`src/rtl/mac_pkg.sv`:
```
// Shared types and sizes for the MAC sequencer: FSM states,
// datapath widths, drain lengths and the MAC control bundle.
package mac_pkg;

  localparam int LEN_W            = 4;
  localparam int OP_W             = 8;
  localparam int ACC_W            = 16;
  localparam int DRAIN_LEN_DIRECT = 1;
  localparam int DRAIN_LEN_OPREG  = 2;

  typedef enum logic [2:0] {
    S_IDLE,
    S_LOAD,
    S_ACC,
    S_DRAIN,
    S_DONE
  } state_e;

  typedef struct packed {
    logic            en;
    logic            rst;
    logic [OP_W-1:0] bias;
    logic [OP_W-1:0] a;
    logic [OP_W-1:0] b;
  } mac_ctl_t;

endpackage

```
`src/rtl/mac_seq_opreg.sv`:
```
// One-stage register for the MAC control bundle.
// Ports: clk, rst (sync, high), ctl_i -> ctl_o one cycle later.
module mac_seq_opreg
  import mac_pkg::*;
(
  input  logic     clk,
  input  logic     rst,
  input  mac_ctl_t ctl_i,
  output mac_ctl_t ctl_o
);

  mac_ctl_t ctl_d, ctl_q;

  always_comb ctl_d = ctl_i;

  always_ff @(posedge clk) begin
    if (rst) ctl_q <= '0;
    else     ctl_q <= ctl_d;
  end

  assign ctl_o = ctl_q;

endmodule

```
`src/rtl/mac_sequencer.sv`:
```
// Sequencer feeding a bias-seeded MAC: LOAD, LEN operand beats, result.
// Ports: CLKEXT/RST_SEQ, START/LEN/BIAS job, OP_* operand handshake,
// EN_MAC/RST_MAC/BIAS_IN/A/B to MAC, MAC_Y back, RES_* result, BUSY.
// Build option MAC_SEQ_OPREG_EN registers the MAC controls (+1 drain).
module mac_sequencer
  import mac_pkg::*;
(
  input  logic             CLKEXT,
  input  logic             RST_SEQ,
  input  logic             START,
  input  logic [LEN_W-1:0] LEN,
  input  logic [OP_W-1:0]  BIAS,
  input  logic             OP_VALID,
  input  logic [OP_W-1:0]  OP_A,
  input  logic [OP_W-1:0]  OP_B,
  output logic             OP_READY,
  output logic             EN_MAC,
  output logic             RST_MAC,
  output logic [OP_W-1:0]  BIAS_IN,
  output logic [OP_W-1:0]  A,
  output logic [OP_W-1:0]  B,
  input  logic [ACC_W-1:0] MAC_Y,
  output logic             RES_VALID,
  output logic [ACC_W-1:0] RES_DATA,
  input  logic             RES_READY,
  output logic             BUSY
);

`ifdef MAC_SEQ_OPREG_EN
  localparam int DRAIN_LEN = DRAIN_LEN_OPREG;
`else
  localparam int DRAIN_LEN = DRAIN_LEN_DIRECT;
`endif
  localparam logic [1:0] DRAIN_LAST = 2'(DRAIN_LEN - 1);

  state_e           state_q, state_d;
  logic [LEN_W-1:0] cnt_q, cnt_d;
  logic [LEN_W-1:0] len_q, len_d;
  logic [OP_W-1:0]  bias_q, bias_d;
  logic [ACC_W-1:0] res_q, res_d;
  logic             res_valid_q, res_valid_d;
  logic [1:0]       drain_q, drain_d;
  logic [LEN_W-1:0] cnt_inc;
  logic             accept;
  mac_ctl_t         ctl;
  mac_ctl_t         mac_o;

  assign accept  = (state_q == S_ACC) && OP_VALID;
  assign cnt_inc = cnt_q + LEN_W'(1);

  always_comb begin
    state_d     = state_q;
    cnt_d       = cnt_q;
    len_d       = len_q;
    bias_d      = bias_q;
    res_d       = res_q;
    res_valid_d = res_valid_q;
    drain_d     = drain_q;
    ctl         = '0;
    unique case (1'b1)
      (state_q == S_IDLE): begin
        if (START) begin
          len_d   = LEN;
          bias_d  = BIAS;
          state_d = S_LOAD;
        end
      end
      (state_q == S_LOAD): begin
        ctl.en   = 1'b1;
        ctl.rst  = 1'b1;
        ctl.bias = bias_q;
        cnt_d    = '0;
        drain_d  = '0;
        state_d  = (len_q == '0) ? S_DRAIN : S_ACC;
      end
      (state_q == S_ACC): begin
        if (accept) begin
          ctl.en = 1'b1;
          ctl.a  = OP_A;
          ctl.b  = OP_B;
          cnt_d  = cnt_inc;
          if (cnt_inc == len_q) state_d = S_DRAIN;
        end
      end
      (state_q == S_DRAIN): begin
        // MAC_Y only settles once the last beat has left the pipe.
        if (drain_q == DRAIN_LAST) begin
          res_d       = MAC_Y;
          res_valid_d = 1'b1;
          state_d     = S_DONE;
        end else begin
          drain_d = drain_q + 2'd1;
        end
      end
      (state_q == S_DONE): begin
        if (RES_READY) begin
          res_valid_d = 1'b0;
          state_d     = S_IDLE;
        end
      end
      default: state_d = S_IDLE;
    endcase
  end

  always_ff @(posedge CLKEXT) begin
    if (RST_SEQ) begin
      state_q     <= S_IDLE;
      cnt_q       <= '0;
      len_q       <= '0;
      bias_q      <= '0;
      res_q       <= '0;
      res_valid_q <= 1'b0;
      drain_q     <= '0;
    end else begin
      state_q     <= state_d;
      cnt_q       <= cnt_d;
      len_q       <= len_d;
      bias_q      <= bias_d;
      res_q       <= res_d;
      res_valid_q <= res_valid_d;
      drain_q     <= drain_d;
    end
  end

`ifdef MAC_SEQ_OPREG_EN
  mac_seq_opreg u_opreg (
    .clk   (CLKEXT),
    .rst   (RST_SEQ),
    .ctl_i (ctl),
    .ctl_o (mac_o)
  );
`else
  assign mac_o = ctl;
`endif

  assign EN_MAC    = mac_o.en;
  assign RST_MAC   = mac_o.rst;
  assign BIAS_IN   = mac_o.bias;
  assign A         = mac_o.a;
  assign B         = mac_o.b;
  assign OP_READY  = (state_q == S_ACC);
  assign BUSY      = (state_q != S_IDLE);
  assign RES_VALID = res_valid_q;
  assign RES_DATA  = res_q;

endmodule

```
`config.mk`:
```
export PLATFORM = sky130hd
export DESIGN_NAME = mac_sequencer
export DESIGN_NICKNAME = d
export VERILOG_FILES = /design/src/rtl/mac_pkg.sv /design/src/rtl/mac_seq_opreg.sv /design/src/rtl/mac_sequencer.sv
export SDC_FILE = /design/constraint.sdc
export NUM_CORES = 1
export LEC_CHECK = 0
export ABC_AREA = 1
export BUFFER_PORTS_ARGS = -buffer_cell sky130_fd_sc_hd__buf_4
export CORE_MARGIN = 1.5
export CORE_UTILIZATION = 44
export DETAILED_ROUTE_END_ITERATION = 12
export GPL_ROUTABILITY_DRIVEN = 0
export PLACE_DENSITY = 0.79
export SLEW_MARGIN = 20
export SYNTH_ARGS = -nofsm -noshare
export SYNTH_HDL_FRONTEND = slang
export SYNTH_SLANG_ARGS = --single-unit
```
`constraint.sdc`:
```
create_clock -name CLKEXT -period 1.89 [get_ports CLKEXT]
set_input_delay 0.0945 -clock CLKEXT [delete_from_list [all_inputs] [get_ports CLKEXT]]
set_output_delay 0.0945 -clock CLKEXT [all_outputs]
set_load 0.01 [all_outputs]
```
==> results of run 1 <==
## cells by family (layout without fill, tap and decap cells)
logic type	Yosys count	count (layout)	synth area share
AOI/OAI and AO/OA	68	68	0.193
xor gates and xnor gates	1	1	0.00494
buffers and inverters	71	165	0.155
and+or+nand+nor	79	79	0.204
adders and majority gates	2	2	0.0141
DFF	38	38	0.429
## power breakdown
group          leakage (nW)  switching, W  internal [W]
sequential            0.310      0.000106      0.000980
clock                0.0472      0.000280      0.000293
combinational         0.919      0.000587      0.000490
## critical path, stage by stage (launching register included)
cell and delay, ns:
dfxtp_1 0.43, inv_1 0.12, nor3_2 0.27, inv_2 0.16, nor2_1 0.12, buf_4 0.13
## per-stage QoR
step           hold slack (ns)  instances
6_report                0.0308        401
5_1_grt                 0.0291        401
4_1_cts                 0.0262        401
3_5_place_dp             0.334        393
3_3_place_gp             0.326        393
2_1_floorplan            0.276        259
## routing by layer
layer | GRT usage | wire length [um]
met5 | 0 | 0
met4 | 0.0612 | 41
met3 | 0.0980 | 476
met2 | 0.326 | 1880
met1 | 0.222 | 1650
## cell type report
type                    count  area, um^2
clock buffers               6        82.6
clock inverters             2        12.5
fillers                   344        1170
inverters                  61         229
multi-input cells         150         738
flip-flops and latches     38         761
well taps                  48        60.1
repair buffers             96         721
## cells in the final DEF, fill, tap and decap left out, types with 2 or more instances in the layout
| cell type | instances |
|---|---|
| buf_4 | 96 |
| inv_1 | 57 |
| dfxtp_1 | 38 |
| a21oi_1 | 37 |
| nor2_1 | 33 |
| o21ai_0 | 30 |
| nand2_1 | 26 |
| nand3_1 | 10 |
| clkbuf_8 | 6 |
| inv_2 | 4 |
| nand4_1 | 4 |
| ha_1 | 2 |
## flip-flops by register name (all words and copies together), names as in the netlist
register / flops
state_q: 3
bias_q: 8
cnt_q: 4
RES_VALID: 1
drain_q: 2
len_q: 4
RES_DATA: 16
## path summary, 6_finish.rpt
path              slack, ns   startpoint     endpoint
setup / recovery       0.29   state_q[0]   BIAS_IN[2]
hold / removal         0.03      RST_SEQ   drain_q[1]
setup reg to reg       0.43     cnt_q[0]   state_q[0]
hold reg to reg        0.44  RES_DATA[6]  RES_DATA[6]
==> impl_metrics.py, run 1 <==
metrics = {
    "logic_synthesis": {
        "synth_area_um2": 1770,
        "syn_inst": 259,
        "avgSynthCellArea_um2": 6.85,
        "synth-seq-area-share": 0.429,
        "yosysUniqueCellTypes": 21,
        "synth_seq_cells": 38,
        "yosys.area.top_type": "dfxtp_1",
        "ys_top_cells_by_area": "dfxtp_1 43%, inv_1 12%, a21oi_1 10%",
        "synth_top_area_frac": 0.429,
        "async_reset_ff_frac": 0,
        "yosys_warnings": 0,
        "yosysMostFrequentCell": "inv_1",
        "synth_nets": 310,
        "synthTopCellsByCount": "57 x inv_1, 38 x dfxtp_1, 37 x a21oi_1",
        "synth_flop_cell": "dfxtp_1",
        "synth_edf_count": 0,
    },
    "placed_design": {
        "hpwl_um": 3100,
        "io_buffers": 93,
        "dpl_cell_area_um2": 2510,
        "dp_slack_ns": 0.453,
    },
    "detailed_routing": {
        "via_per_inst": 4.57,
        "routed_wl_um": 4050,
        "vias": 1831,
        "drt-initial-drc-count": 30,
        "drc": 0,
        "detail-route-antenna-nets": 0,
        "wl_per_cell_um": 10.1,
        "first_pass_iters": 4,
    },
    "clock_network": {
        "cts_max_level": 2,
        "cts_buffer_depth": 2,
        "clock_latency_ns": 0.29,
        "cts_setup_buffers": 0,
        "cts_hold_buf": 0,
        "cts_buffers": 5,
        "cts_root_buf": "clkbuf_8",
        "cts_resized": 0,
        "path_clk_slew_ns": 0.07,
        "cts.sinks": 38,
        "cts_tree": "built",
    },
    "worst_hold_path": {
        "hold_path_class": "primary input to register",
        "hold_depth": 2,
    },
    "timing": {
        "finalHoldViolCount": 0,
        "setup_ws_ns": 0.292,
        "finalCriticalPeriod_ns": 1.60,
        "finalSetupViolations": 0,
        "fin_crit_sh": 0.846,
        "max_freq_mhz": 626,
        "drv_slew": 0,
        "fin_worst_skew_ns": 0.00652,
        "setup_tns_ns": 0,
        "rsz0062_at_grt": "no",
        "max_slew_margin": 0.785,
        "tightest_slew_ns": 0.321,
    },
    "global_routing": {
        "grt_max_degree": 35,
        "grt_pass1_wl_um": 6660,
        "grt_pass1_vias": 1595,
        "grt_overflow_total": 0,
        "antenna_found_initial": 0,
        "track_usage": 0.197,
    },
    "layout": {
        "drive_gt1_frac": 0.320,
        "area_growth_pct": 46.9,
        "n_antenna_cell": 0,
        "final_util": 0.690,
        "nets": 403,
        "final_area_um2": 2600,
    },
    "worst_setup_path": {
        "start_kind": "register",
        "path_class": "register to output port",
        "crit_arrival_ns": 1.50,
        "ff2ff_path_depth": 9,
        "worstSetupEndpointType": "output port",
        "required_ns": 1.80,
        "worstPathMaxFanout": 9,
    },
    "power": {
        "p_total_w": 0.00274,
        "peakVddDrop_mv": 0.824,
        "p_leak_nw": 1.28,
        "powerDensity_nw_per_um2": 1050,
    },
    "die": {
        "fp.dieW_um": 66.5,
        "core_area_um2": 3770,
        "dieArea_um2": 4420,
        "die_h_um": 66.5,
        "io_pins": 94,
        "start_util": 0.470,
        "fp-row-count": 22,
    },
    "status": {
        "outcome": "finished, final reports clean",
    },
    "job": {
        "maxCapViolations": 0,
    },
}
Note: power is estimated with default switching activity, not from simulation.
==> run 2: changes to the inputs <==
--- a/config.mk
+++ b/config.mk
@@ -8,10 +8,10 @@
 export ABC_AREA = 1
 export BUFFER_PORTS_ARGS = -buffer_cell sky130_fd_sc_hd__buf_4
 export CORE_MARGIN = 1.5
-export CORE_UTILIZATION = 44
+export CORE_UTILIZATION = 40
 export DETAILED_ROUTE_END_ITERATION = 12
 export GPL_ROUTABILITY_DRIVEN = 0
-export PLACE_DENSITY = 0.79
+export PLACE_DENSITY = 0.75
 export SLEW_MARGIN = 20
 export SYNTH_ARGS = -nofsm -noshare
 export SYNTH_HDL_FRONTEND = slang
==> constraint.sdc (replaced) <==
create_clock -name CLKEXT -period 1.36 [get_ports CLKEXT]
set_input_delay 0.068 -clock CLKEXT [delete_from_list [all_inputs] [get_ports CLKEXT]]
set_output_delay 0.068 -clock CLKEXT [all_outputs]
set_load 0.01 [all_outputs]
==> impl_metrics.py, run 2 (synthesis results as in run 1) <==
metrics = {
    "layout": {
        "largest_register_ffs": 16,
        "most-common-layout-cells": "105 x buf_4, 55 x inv_1, 37 x a21oi_1",
        "n_antenna_cell": 0,
        "instances_no_fill": 426,
        "nets": 424,
        "final_area_um2": 2970,
        "drive_gt1_frac": 0.414,
        "layout_commonest_cell": "buf_4",
        "final_util": 0.691,
        "area_growth_pct": 67.3,
    },
    "global_routing": {
        "grt_pass1_vias": 1665,
        "track_usage": 0.190,
        "antenna_found_initial": 0,
        "grt_overflow_total": 0,
        "grt_pass1_wl_um": 7400,
        "grt_max_degree": 35,
    },
    "status": {
        "outcome": "complete, but fails checks",
        "violations": "setup timing",
    },
    "timing": {
        "max_freq_mhz": 668,
        "max_slew_margin": 0.807,
        "fin_crit_sh": 1.10,
        "finalHoldViolCount": 0,
        "fin_worst_skew_ns": 0.00290,
        "finalCriticalPeriod_ns": 1.50,
        "setup_ws_ns": -0.136,
        "drv_slew": 0,
        "tightest_slew_ns": 0.289,
        "whs_ns": 0.0458,
        "rsz0062_at_grt": "yes",
        "finalSetupViolations": 26,
    },
    "worst_hold_path": {
        "worstHoldStart": "MAC_Y[10]",
        "hold_depth": 3,
        "hold_path_class": "primary input to register",
        "worstHoldEndpoint": "RES_DATA[10]",
    },
    "clock_network": {
        "clock_latency_ns": 0.29,
        "cts_tree": "built",
        "cts.sinks": 38,
        "cts_max_level": 2,
        "cts_root_buf": "clkbuf_8",
        "cts_buffer_depth": 2,
        "cts_buffers": 5,
        "path_clk_slew_ns": 0.07,
    },
    "placed_design": {
        "io_buffers": 93,
        "hpwl_um": 3240,
        "numPlacedInstances": 401,
        "dpl_cell_area_um2": 2570,
    },
    "detailed_routing": {
        "routed_wl_um": 5480,
        "vias": 2034,
        "wl_per_cell_um": 12.9,
        "drc": 0,
        "detail-route-antenna-nets": 0,
        "drt-initial-drc-count": 176,
        "via_per_inst": 4.77,
        "first_pass_iters": 4,
    },
    "power": {
        "peakVddDrop_mv": 0.863,
        "p_leak_nw": 1.42,
        "p_total_w": 0.00452,
        "powerDensity_nw_per_um2": 1520,
    },
    "worst_setup_path": {
        "worstReg2RegEnd": "state_q[0]",
        "required_ns": 1.29,
        "worstPathMaxFanout": 8,
        "worstSetupEndpointType": "output port",
        "ff2ff_path_depth": 9,
        "start_kind": "register",
        "crit_arrival_ns": 1.43,
        "r2r_start": "cnt_q[0]",
        "rrSetupSlack_ns": -0.06,
        "path_class": "register to output port",
    },
    "die": {
        "fp.dieW_um": 69.6,
        "io_pins": 94,
        "die_h_um": 69.6,
        "dieArea_um2": 4840,
        "fp-row-count": 24,
        "start_util": 0.413,
        "core_area_um2": 4290,
    },
    "job": {
        "maxCapViolations": 0,
    },
}
## run 2: cell count changes in the layout (fill, tap and decap cells not counted), sizes merged
cell,previous run,this run
clkinvlp,1,0
buf,96,113
bufinv,0,1
dlygate4sd3,0,1
clkbuf,6,9
## run 2: layout make-up
type / count / area (um^2)
fill: 349 / 1330
timing repair buffer: 116 / 956
multi-input combinational: 150 / 815
sequential: 38 / 772
inverter: 61 / 241
clock buffer: 7 / 76.3
tap: 52 / 65.1
clock inverter: 1 / 30.0
timing repair inverter: 1 / 11.3
## run 2: through the flow
step,TNS [ns],worst slack (ns)
6_report,-1.63,-0.136
4_1_cts,-0.612,-0.0446
3_5_place_dp,0,0.0218
3_3_place_gp,0,0.0297
2_1_floorplan,0,0.0235
5_1_grt,-3.83,-0.213
## run 2: report_power, final
group | leakage, nW | internal [W] | switching (W) | total [W]
Combinational | 1.05 | 0.00101 | 0.00104 | 0.00205
Sequential | 0.312 | 0.00138 | 0.000156 | 0.00153
Clock | 0.0524 | 0.000549 | 0.000385 | 0.000934
## run 2: routing by layer
metal  GRT usage  vias to the layer above  wire, um
met2       0.321                       77      2860
met4      0.0654                        0        96
li1            -                     1034         -
met1       0.223                      913      2130
met5           0                        -         0
met3      0.0698                       10       393
## run 2: how the worst max path moves through the flow
stage                     from          to
floorplan             cnt_q[0]  state_q[0]
global placement      cnt_q[0]  state_q[0]
detailed placement    cnt_q[0]  state_q[0]
CTS                 state_q[0]        A[0]
global route        state_q[2]        B[3]
finish              state_q[0]        B[3]
## run 2: what timing repair did
action / 4_1_cts / 5_1_grt
resized for setup: 15 / 36
gates cloned: 0 / 3
buffers inserted: 5 / 8
hold buffers: 1 / 0
endpoints found under the hold margin: 4 / 0
pin swaps: 1 / 5
setup endpoints to repair: 26 / 42
## run 2: critical path, cell delays in order (launching register included)
cell and delay (ns):
dfxtp_4 0.37, inv_4 0.07, nand3_4 0.08, nor2_4 0.18, clkinv_4 0.15, nor2_2 0.14, buf_4 0.14
==> run 3: changes to the inputs <==
--- a/config.mk
+++ b/config.mk
@@ -11,7 +11,8 @@
 export CORE_UTILIZATION = 40
 export DETAILED_ROUTE_END_ITERATION = 12
 export GPL_ROUTABILITY_DRIVEN = 0
-export PLACE_DENSITY = 0.75
+export MAX_ROUTING_LAYER = met4
+export PLACE_DENSITY_LB_ADDON = 0.3
 export SLEW_MARGIN = 20
 export SYNTH_ARGS = -nofsm -noshare
 export SYNTH_HDL_FRONTEND = slang
==> impl_metrics.py, run 3 (synthesis results as in run 1) <==
metrics = {
    "layout": {
        "seqCellArea_um2": 772,
        "fillers": 381,
        "largest_register_ffs": 16,
        "layout_commonest_cell": "buf_4",
        "n_antenna_cell": 0,
        "final_util": 0.669,
        "nets": 419,
        "area_growth_pct": 62.1,
        "most-common-layout-cells": "104 x buf_4, 56 x inv_1, 37 x a21oi_1",
        "instances_no_fill": 420,
        "multi_input_area_um2": 803,
        "drive_gt1_frac": 0.383,
    },
    "placed_design": {
        "hpwl_um": 3260,
        "io_buffers": 93,
        "numPlacedInstances": 402,
    },
    "global_routing": {
        "grt_max_degree": 35,
        "track_usage": 0.188,
        "grt_pass1_wl_um": 7360,
        "grt_pass1_vias": 1783,
        "antenna_found_initial": 0,
        "grt_overflow_total": 0,
    },
    "worst_setup_path": {
        "start_kind": "register",
        "worstPathMaxFanout": 6,
        "required_ns": 1.29,
        "worstSetupEndpointType": "output port",
        "crit_arrival_ns": 1.36,
        "path_class": "register to output port",
    },
    "die": {
        "start_util": 0.413,
        "dieArea_um2": 4840,
        "die_h_um": 69.6,
        "fp.dieW_um": 69.6,
        "core_area_um2": 4290,
        "fp-row-count": 24,
        "io_pins": 94,
    },
    "clock_network": {
        "cts.sinks": 38,
        "cts_tree": "built",
        "path_clk_slew_ns": 0.07,
        "cts_buffer_depth": 2,
        "cts_buffers": 5,
        "cts_root_buf": "clkbuf_8",
        "clock_latency_ns": 0.28,
        "cts_max_level": 2,
    },
    "power": {
        "p_sw_w": 0.00148,
        "powerDensity_nw_per_um2": 1450,
        "peakVddDrop_mv": 0.828,
        "pwr-share-clk": 0.177,
        "sw_frac_of_total": 0.356,
        "seqPwrFrac": 0.365,
        "power_frac_comb": 0.458,
        "p_total_w": 0.00416,
        "internal_power_w": 0.00268,
        "p_leak_nw": 1.39,
    },
    "worst_hold_path": {
        "hold_path_class": "primary input to register",
    },
    "timing": {
        "fin_worst_skew_ns": 0.00247,
        "whs_ns": 0.0351,
        "max_freq_mhz": 699,
        "fin_crit_sh": 1.05,
        "finalHoldViolCount": 0,
        "setup_tns_ns": -0.833,
        "setup_ws_ns": -0.0711,
        "finalSetupViolations": 19,
        "max_slew_margin": 0.846,
        "tightest_slew_ns": 0.230,
        "rsz0062_at_grt": "yes",
        "drv_slew": 0,
        "finalCriticalPeriod_ns": 1.43,
    },
    "detailed_routing": {
        "wl_per_cell_um": 10.9,
        "first_pass_iters": 4,
        "drc": 0,
        "via_per_inst": 4.70,
        "detail-route-antenna-nets": 0,
        "drt-initial-drc-count": 100,
        "vias": 1975,
        "routed_wl_um": 4570,
    },
    "job": {
        "maxCapViolations": 0,
    },
    "status": {
        "violations": "setup timing",
        "outcome": "complete, but fails checks",
    },
}
run 3: cell count changes in the layout (fill, tap and decap cells not counted), moves of 3 or more:
cell,delta
buf_6,-3
dfxtp_2,+3
nor2_1,+15
nor2_2,-13
o21ai_0,-13
o21ai_1,+12
run 3: final timing paths:
path,cells past startpoint,end,start,slack [ns]
worst max-delay path,6,EN_MAC,state_q[0],-0.07
worst max register to register,8,state_q[0],state_q[1],0.04
worst min-delay path,3,RES_DATA[4],MAC_Y[4],0.04
worst min register to register,2,RES_DATA[8],RES_DATA[8],0.45
run 3: power groups by stage:
stage	clock (W)	sequential (W)	combinational, W
after global routing	0.000806	0.00154	0.00211
final	0.000735	0.00152	0.00190
after detailed placement	0	0.00151	0.00161
after CTS	0.000748	0.00152	0.00175
after floorplan	0	0.00156	0.000838
after global placement	0	0.00151	0.00157
run 3: repair_timing:
| action | in CTS | in global routing |
|---|---|---|
| pin swaps | 6 | 3 |
| setup buffers | 6 | 2 |
| gates resized for setup | 15 | 30 |
| setup endpoints to repair | 26 | 49 |
| cloned | 0 | 2 |
| hold endpoints to repair | 2 | 0 |
| hold buffers | 1 | 0 |
run 3: cell type report:
cell class,instances,share of cell area
flip-flops and latches,38,0.269
clock buffers,6,0.0253
repair buffers,112,0.318
well taps,52,0.0226
inverters,61,0.0832
clock inverters,1,0.00261
multi-input cells,150,0.279
run 3: routing by layer:
| metal | vias to the layer above | track usage | share of wire |
|---|---|---|---|
| li1 | 1024 | - | - |
| met1 | 880 | 0.221 | 0.42 |
| met2 | 67 | 0.325 | 0.50 |
| met3 | 4 | 0.0523 | 0.077 |
| met4 | 0 | 0.0327 | 0.0046 |
| met5 | - | - | 0 |
run 3: through the flow:
stage	area (um^2)	setup slack, ns
after detailed placement	2580	-0.0310
final	2870	-0.0711
after global placement	2580	0.0365
after floorplan	1770	0.0235
after CTS	2760	-0.0878
after global routing	2870	-0.161
run 3: critical path, cell delays in order (launching register included):
cell and delay (ns):
dfxtp_4 0.39, inv_4 0.05, nor3_4 0.24, buf_4 0.16, nor2_2 0.05, inv_1 0.09, buf_6 0.10
